==> config.mk <==
export PLATFORM = sky130hd
export DESIGN_NAME = pe_loop_ctrl
export DESIGN_NICKNAME = d
export VERILOG_FILES = /design/src/rtl/pe_ctrl_pkg.sv /design/src/rtl/loop_cnt2.sv /design/src/rtl/pe_loop_ctrl.sv
export SDC_FILE = /design/constraint.sdc
export NUM_CORES = 1
export LEC_CHECK = 0
export ABC_AREA = 1
export BUFFER_PORTS_ARGS = -buffer_cell sky130_fd_sc_hd__buf_4
export CORE_MARGIN = 2
export CORE_UTILIZATION = 46
export DETAILED_ROUTE_END_ITERATION = 10
export PLACE_DENSITY_LB_ADDON = 0.3
export SLEW_MARGIN = 15
export SYNTH_ARGS = -nofsm -noshare
export SYNTH_HDL_FRONTEND = slang
export SYNTH_HIERARCHICAL = 1
export SYNTH_SLANG_ARGS = --single-unit
==> constraint.sdc <==
create_clock -name clk -period 1.53 [get_ports clk]
set_clock_uncertainty 0.1 [all_clocks]
set_input_delay 0.153 -clock clk [delete_from_list [all_inputs] [get_ports clk]]
set_output_delay 0.153 -clock clk [all_outputs]
set_load 0.01 [all_outputs]
==> src/rtl/pe_ctrl_pkg.sv <==
// Shared definitions for the PE loop sequencer: FSM state encoding and default widths.
package pe_ctrl_pkg;

  localparam int ACTV_ADDR_BW_DEF = 2;
  localparam int WGT_ADDR_BW_DEF  = 2;
  localparam int PSUM_ADDR_BW_DEF = 2;
  localparam int DRAIN_CYCLES_DEF = 2;

  typedef enum logic [2:0] {
    IDLE     = 3'd0,
    WAIT_BUF = 3'd1,
    RUN      = 3'd2,
    DRAIN    = 3'd3,
    DONE     = 3'd4
  } state_t;

endpackage

==> src/rtl/loop_cnt2.sv <==
// Nested k/o loop counter: k runs 0..k_max, then wraps and advances o.
// last flags the final (k_max, o_max) iteration.
module loop_cnt2 #(
  parameter int KW = 2,
  parameter int OW = 2
) (
  input  logic          clk,
  input  logic          reset,
  input  logic          clr,
  input  logic          en,
  input  logic [KW-1:0] k_max,
  input  logic [OW-1:0] o_max,
  output logic [KW-1:0] k,
  output logic [OW-1:0] o,
  output logic          k_wrap,
  output logic          last
);

  assign k_wrap = (k == k_max);
  assign last   = k_wrap && (o == o_max);

  // k/o iteration registers
  always_ff @(posedge clk or posedge reset) begin
    if (reset) begin
      k <= {KW{1'b0}};
      o <= {OW{1'b0}};
    end else if (clr) begin
      k <= {KW{1'b0}};
      o <= {OW{1'b0}};
    end else if (en) begin
      if (k_wrap) begin
        k <= {KW{1'b0}};
        o <= (o == o_max) ? {OW{1'b0}} : o + OW'(1);
      end else begin
        k <= k + KW'(1);
        o <= o;
      end
    end else begin
      k <= k;
      o <= o;
    end
  end

endmodule

==> src/rtl/pe_loop_ctrl.sv <==
// Per-PE loop sequencer: waits for a loaded bank, runs k-inside-o MACs, drains, releases the bank.
// Optional ACC_CLR_EN adds acc_clr, high on every RUN cycle with k == 0.
module pe_loop_ctrl
  import pe_ctrl_pkg::*;
#(
  parameter int ACTV_ADDR_BITWIDTH = ACTV_ADDR_BW_DEF,
  parameter int WGT_ADDR_BITWIDTH  = WGT_ADDR_BW_DEF,
  parameter int PSUM_ADDR_BITWIDTH = PSUM_ADDR_BW_DEF,
  parameter int DRAIN_CYCLES       = DRAIN_CYCLES_DEF
) (
  input  logic                          clk,
  input  logic                          reset,
  input  logic                          start,
  input  logic [ACTV_ADDR_BITWIDTH:0]   cfg_k,
  input  logic [PSUM_ADDR_BITWIDTH:0]   cfg_o,
  input  logic                          buf_valid,
  output logic                          MAC_en,
  output logic                          rd_bank,
  output logic [ACTV_ADDR_BITWIDTH-1:0] actv_r_addr,
  output logic [WGT_ADDR_BITWIDTH-1:0]  wgt_r_addr,
  output logic                          psum_en,
  output logic [PSUM_ADDR_BITWIDTH-1:0] psum_addr,
  output logic [PSUM_ADDR_BITWIDTH-1:0] psum_write_addr,
  output logic                          busy,
  output logic                          buf_release,
`ifdef ACC_CLR_EN
  output logic                          acc_clr,
`endif
  output logic                          done
);

  localparam int AW = ACTV_ADDR_BITWIDTH;
  localparam int PW = PSUM_ADDR_BITWIDTH;
  localparam int DW = $clog2(DRAIN_CYCLES + 1);

  state_t          state_r;
  state_t          state_s;
  logic [AW-1:0]   k_max_r;
  logic [PW-1:0]   o_max_r;
  logic [DW-1:0]   drain_cnt_r;
  logic [AW-1:0]   k_s;
  logic [PW-1:0]   o_s;
  logic            k_wrap_s;
  logic            last_s;
  logic            cfg_ok_s;
  logic            drain_last_s;
  logic            cnt_clr_s;
  logic            cnt_en_s;

  assign cfg_ok_s     = start && (cfg_k != {(AW+1){1'b0}}) && (cfg_o != {(PW+1){1'b0}});
  assign drain_last_s = (drain_cnt_r == DW'(DRAIN_CYCLES - 1));
  assign cnt_clr_s    = (state_r == WAIT_BUF) && buf_valid;
  // The counter freezes on the last iteration so addresses hold through DRAIN.
  assign cnt_en_s     = (state_r == RUN) && !last_s;

  loop_cnt2 #(
    .KW (AW),
    .OW (PW)
  ) u_cnt (
    .clk    (clk),
    .reset  (reset),
    .clr    (cnt_clr_s),
    .en     (cnt_en_s),
    .k_max  (k_max_r),
    .o_max  (o_max_r),
    .k      (k_s),
    .o      (o_s),
    .k_wrap (k_wrap_s),
    .last   (last_s)
  );

  assign actv_r_addr     = k_s;
  assign wgt_r_addr      = WGT_ADDR_BITWIDTH'(k_s);
  assign psum_addr       = o_s;
  assign psum_write_addr = o_s;

  // Next-state decode
  always_comb begin
    state_s = state_r;
    case (state_r)
      IDLE:     if (cfg_ok_s)     state_s = WAIT_BUF; else state_s = IDLE;
      WAIT_BUF: if (buf_valid)    state_s = RUN;      else state_s = WAIT_BUF;
      RUN:      if (last_s)       state_s = DRAIN;    else state_s = RUN;
      DRAIN:    if (drain_last_s) state_s = DONE;     else state_s = DRAIN;
      DONE:     state_s = IDLE;
      default:  state_s = IDLE;
    endcase
  end

  // State register
  always_ff @(posedge clk or posedge reset) begin
    if (reset) state_r <= IDLE;
    else       state_r <= state_s;
  end

  // Tile configuration, stored as terminal counts
  always_ff @(posedge clk or posedge reset) begin
    if (reset) begin
      k_max_r <= {AW{1'b0}};
      o_max_r <= {PW{1'b0}};
    end else if ((state_r == IDLE) && cfg_ok_s) begin
      k_max_r <= AW'(cfg_k - (AW+1)'(1));
      o_max_r <= PW'(cfg_o - (PW+1)'(1));
    end else begin
      k_max_r <= k_max_r;
      o_max_r <= o_max_r;
    end
  end

  // Drain cycle counter
  always_ff @(posedge clk or posedge reset) begin
    if (reset)                  drain_cnt_r <= {DW{1'b0}};
    else if (state_r == DRAIN)  drain_cnt_r <= drain_cnt_r + DW'(1);
    else                        drain_cnt_r <= {DW{1'b0}};
  end

  // Moore outputs registered from the next state so they align with the state
  always_ff @(posedge clk or posedge reset) begin
    if (reset) begin
      MAC_en      <= 1'b0;
      psum_en     <= 1'b0;
      busy        <= 1'b0;
      buf_release <= 1'b0;
      done        <= 1'b0;
      rd_bank     <= 1'b0;
    end else begin
      MAC_en      <= (state_s == RUN);
      psum_en     <= (state_s == RUN) || (state_s == DRAIN);
      busy        <= (state_s != IDLE);
      buf_release <= (state_s == DONE);
      done        <= (state_s == DONE);
      rd_bank     <= (state_r == DONE) ? ~rd_bank : rd_bank;
    end
  end

`ifdef ACC_CLR_EN
  // Fresh accumulation whenever the next RUN cycle starts at k == 0
  always_ff @(posedge clk or posedge reset) begin
    if (reset) acc_clr <= 1'b0;
    else       acc_clr <= (state_s == RUN) && ((state_r == WAIT_BUF) || k_wrap_s);
  end
`else
  logic unused_s;
  assign unused_s = k_wrap_s;
`endif

endmodule

Word level (Yosys, flattened, before mapping)
Index checks and enable logic that the tools add are counted.

Bits in registers: 18. Input bits: 10. Output and inout port bits: 14. Logic and storage cells: 55.

Add/sub/neg operators: 5. Equal/unequal tests: 10. Multiplexer cells: 13. Bitwise gates (word level): 1. Reduce and logical (&&, ||, !) cells: 15.

Operators with widths (count): 2-bit 2-to-1 mux (9); 3-bit by 2-bit equality test with 1-bit output (second input constant) (4); 3-bit one-hot mux with 4 select lines (1); 3-bit nonzero test (3); 2-bit by 1-bit adder with 2-bit output (second input constant) (3); 3-bit equality test (second input constant) (2); 1-bit logical AND (6); 2-bit equality test (2); 2-bit nonzero test (2); 2-bit by 1-bit subtractor with 2-bit output (second input constant) (2); 3-bit by 1-bit equality test with 1-bit output (second input constant) (1); 3-bit zero test (1); 3-bit 2-to-1 mux (1); 2-bit by 1-bit equality test with 1-bit output (second input constant) (1); 1-bit 2-to-1 mux (2); 2-bit AND reduction (1); 1-bit zero test (1); 1-bit logical OR (1); 1-bit NOT (1).

Logic depth before layout (Yosys ltp)
Depth after elaboration: 7. Mapped depth: 11. Mapped depth without buffers: 11.

Cells and area by module
The synthesis kept the hierarchy.

By module, submodules not included: pe_loop_ctrl (instances 1, cells each 73, area an instance 671.9 µm², seq. area each 350.3 µm²); loop_cnt2 (instances 1, cells each 50, area an instance 296.5 µm², seq. area each 100.1 µm²).

Worst setup path after synthesis
No wires, ideal clock.

Path type: reg2reg. Start: register u_cnt.k[0]. End: register u_cnt.k[1]. Setup time: 0.120 ns. Data arrival time: 1.294 ns. Required time: 1.310 ns. Setup slack: 0.015 ns. Cell stages (with the launch flop): 12. Buffers on the path: 0. Clock period less this slack: 1.515 ns. Cell sequence: dfrtp_1 inv_1 nand2_1 nand2_1 nand2_2 nor2_1 nor2_1 inv_1 nand2_1 nand2_1 xor2_1 nor2_1.

Longest elaborated chain between the ends: 5. Elaborated cells on any way between the ends: 9. Those cells by class: add/sub (1); eq/ne (1); mux (3); reduce/logical (4).

Ends and longest elaborated chain: start: declaration (RTL line loop_cnt2.sv:13) `output logic [KW-1:0] k,`; start signal: assignment (RTL line loop_cnt2.sv:25) `k <= {KW{1'b0}};`; start signal: assignment (RTL line loop_cnt2.sv:28) `k <= {KW{1'b0}};`; start signal: assignment (RTL line loop_cnt2.sv:32) `k <= {KW{1'b0}};`; 2-bit equality test (RTL line loop_cnt2.sv:19) `assign k_wrap = (k == k_max);`; 1-bit logical AND (RTL line loop_cnt2.sv:20) `assign last = k_wrap && (o == o_max);`; net last_s (RTL line pe_loop_ctrl.sv:44) `logic last_s;`; 1-bit zero test (RTL line pe_loop_ctrl.sv:54) `assign cnt_en_s = (state_r == RUN) && !last_s;`; 1-bit logical AND (RTL line pe_loop_ctrl.sv:54); net cnt_en_s (RTL line pe_loop_ctrl.sv:48) `logic cnt_en_s;`; 2-bit nonzero test (no source line).

The timed path passes the listed nets, and every way through them passes these cells. The select of a mux whose other input is x is not followed. A chain may end at the register's enable or synchronous reset.

Worst setup path after layout
Same ends and word-level chain as after synthesis.

==> impl_metrics.yaml <==
outcome:
  outcome: "finished clean"
global_routing:
  grtUsageTotal_pct: 17.6
  globalRoute.totalOverflow: 0
  maximum_number_of_pins_on_one_net_before_global_route_repair: 15
  grt_pass1_vias: 813
  grt_pass1_wl_mm: 3.30
  antenna_found_initial: 0
timing:
  fin_tns_setup_ns: 0
  timing.fmax_mhz: 680
  worst_slack_ns: 0.0590
  pins_over_slew_limit: 0
  timing.max_slew.rel_slack_pct: 65.3
  period_minus_slack_ns: 1.47
  setup-violations-final: 0
  rsz0062_at_grt: "true"
  report.final.hold_viol_count: 0
  max_slew.worst_pin.slew_ns: 0.520
  min_period_over_period_pct: 96.1
die:
  die_width_um: 49.8
  core_area_um2: 1960
  io_pins: 24
  initial_core_util_pct: 49.2
  die_area_um2: 2480
  die_h_um: 49.8
  number_of_rows_created_at_floorplan: 16
worst_hold_path:
  min_path_cells: 4
  hold_class: "in2reg"
worst_setup_path:
  startpoint_type: "register"
  crit_arrival_ns: 1.55
  r2r_end: "u_cnt/k[1]$_DFFE_PP0P_"
  endpoint: "u_cnt/k[1]$_DFFE_PP0P_"
  worstPathMaxFanout: 3
  crit_start: "u_cnt/k[0]$_DFFE_PP0P_"
  crit-reg2reg-launch: "u_cnt/k[0]$_DFFE_PP0P_"
  worstSetupPathType: "reg2reg"
  worst_setup_path_end_kind: "register"
  timing.reg2reg.setup_slack_ns: 0.06
  number_of_cells_on_the_worst_reg_to_reg_path: 11
  critical_path_required_ns: 1.61
drt:
  totalWireLength_mm: 1.84
  detailedRoute.firstIterationViolations: 10
  vias_per_cell: 4.56
  drt.antenna.violating_nets: 0
  firstDrtPassIters: 4
  dr_wl_cell_um: 10.0
  remaining_drc_errors: 0
  routed-via-count: 839
clock_network:
  later_pin_clock_latency_in_the_skew_report_ns: 0.28
  htree_levels: 1
  clk_pin_slew_ns: 0.10
  clock_tree_from_tritoncts: "built"
  tritoncts.num_buffers: 3
  ctsRootBufferMaster: "clkbuf_4"
  clock_sink_count: 18
  ctsLongestPathBuffers: 2
final_layout:
  final-instance-count-excl-fill: 184
  finalNetCount: 171
  post_route_cells_drive_above_1_share_pct: 35.0
  summed_area_of_non_filler_cells_in_the_final_layout_um2: 1310
  synthToLayoutAreaGrowth_pct: 35.5
  antenna_cells_inserted: 0
placed_design:
  placedInstanceArea_um2: 1170
  globalplace.congestion: 0.800
  hpwlAfterDp_mm: 1.37
  detailedPlace.worstSlack_ns: -0.0755
  placed_cells: 172
  port_buffers: 23
logic_synthesis:
  synthCells: 122
  yosysWarnings: 6
  post_syn_area_per_cell_um2: 7.91
  synth_area_um2: 965
  synthesized_nets: 135
pwr:
  total_leakage_power_nw: 0.740
  pwr_density_cell_nw_per_um2: 1910
  power_mw: 2.49
  power.ir.vdd_worst_mv: 0.953
run:
  cap_viol_max_count: 0
==> critical path: stages, from the launching register on <==
cell and delay [ns]:
dfrtp_1 0.43, inv_2 0.08, nand2_1 0.05, nand2_1 0.06, nand2_2 0.08, nor2_4 0.14, nor2_4 0.05, inv_2 0.06
nand2_2 0.06, nand2_2 0.06, xor2_1 0.13, nor2_1 0.06
==> flip-flops by register name, summed over array words and instances (netlist names), 2 cells and up <==
register,cells
k_max_r,2
u_cnt/k,2
o_max_r,2
drain_cnt_r,2
u_cnt/o,2
state_r,3
==> metal layers <==
| metal | track usage, % | vias to the layer above | wire, um |
|---|---|---|---|
| met5 | 0 | - | 0 |
| met4 | 6.94 | 0 | 12 |
| met3 | 3.64 | 2 | 65 |
| met2 | 30.4 | 18 | 955 |
| met1 | 21.3 | 388 | 805 |
| li1 | - | 431 | - |
==> metrics by stage <==
step / util (%) / hold WS (ns)
2_1_floorplan: - / -0.181
3_3_place_gp: 59.7 / -0.0456
3_5_place_dp: 59.7 / -0.0387
4_1_cts: 63.6 / 0.0982
5_1_grt: 66.6 / 0.116
6_report: 66.6 / 0.108
==> power breakdown <==
group	internal [mW]	switching (mW)
clock network	0.145	0.141
registers	0.683	0.161
logic	0.651	0.714
==> how the worst min path moves through the flow <==
stage | startpoint | end | slack [ns]
after global routing | cfg_k[1] | k_max_r[1]$_DFFE_PP0P_ | 0.12
after floorplan | reset | u_cnt/k[0]$_DFFE_PP0P_ | -0.18
after detailed placement | reset | u_cnt/k[1]$_DFFE_PP0P_ | -0.04
after CTS | buf_valid | state_r[0]$_DFF_PP0_ | 0.1
after global placement | reset | u_cnt/o[0]$_DFFE_PP0P_ | -0.05
final | cfg_k[1] | k_max_r[1]$_DFFE_PP0P_ | 0.11
==> placed cells by master (no fill, tap or decap) <==
| cell | n |
|---|---|
| a21oi_1 | 5 |
| buf_4 | 32 |
| clkbuf_4 | 3 |
| clkbuf_8 | 1 |
| dfrtp_1 | 17 |
| dfrtp_2 | 1 |
| dlygate4sd3_1 | 3 |
| ha_1 | 3 |
| inv_1 | 25 |
| inv_2 | 2 |
| nand2_1 | 25 |
| nand2_2 | 6 |
| nand3_1 | 2 |
| nand3_2 | 1 |
| nand3b_1 | 1 |
| nand4_1 | 3 |
| nor2_1 | 14 |
| nor2_2 | 4 |
| nor2_4 | 3 |
| nor2_8 | 1 |
| o21ai_0 | 1 |
| o21bai_2 | 1 |
| xnor2_1 | 2 |
| xor2_1 | 1 |
==> timing repair <==
item                                    4_1_cts  5_1_grt
endpoints found under the setup margin        1        8
pin swaps                                     1        4
gates resized for setup                       2       10
setup buffers                                 1        3
hold endpoints to repair                     20        0
hold buffers                                  3        0
cloned                                        0        1
==> area by class of cell <==
class / instances / area (um2)
Inverter: 27 / 101
Multi-Input combinational cell: 73 / 414
Timing Repair Buffer: 35 / 270
Clock buffer: 4 / 36.3
Fill cell: 172 / 654
Tap cell: 27 / 33.8
Sequential cell: 18 / 452
(Power assumes the default switching activity.)
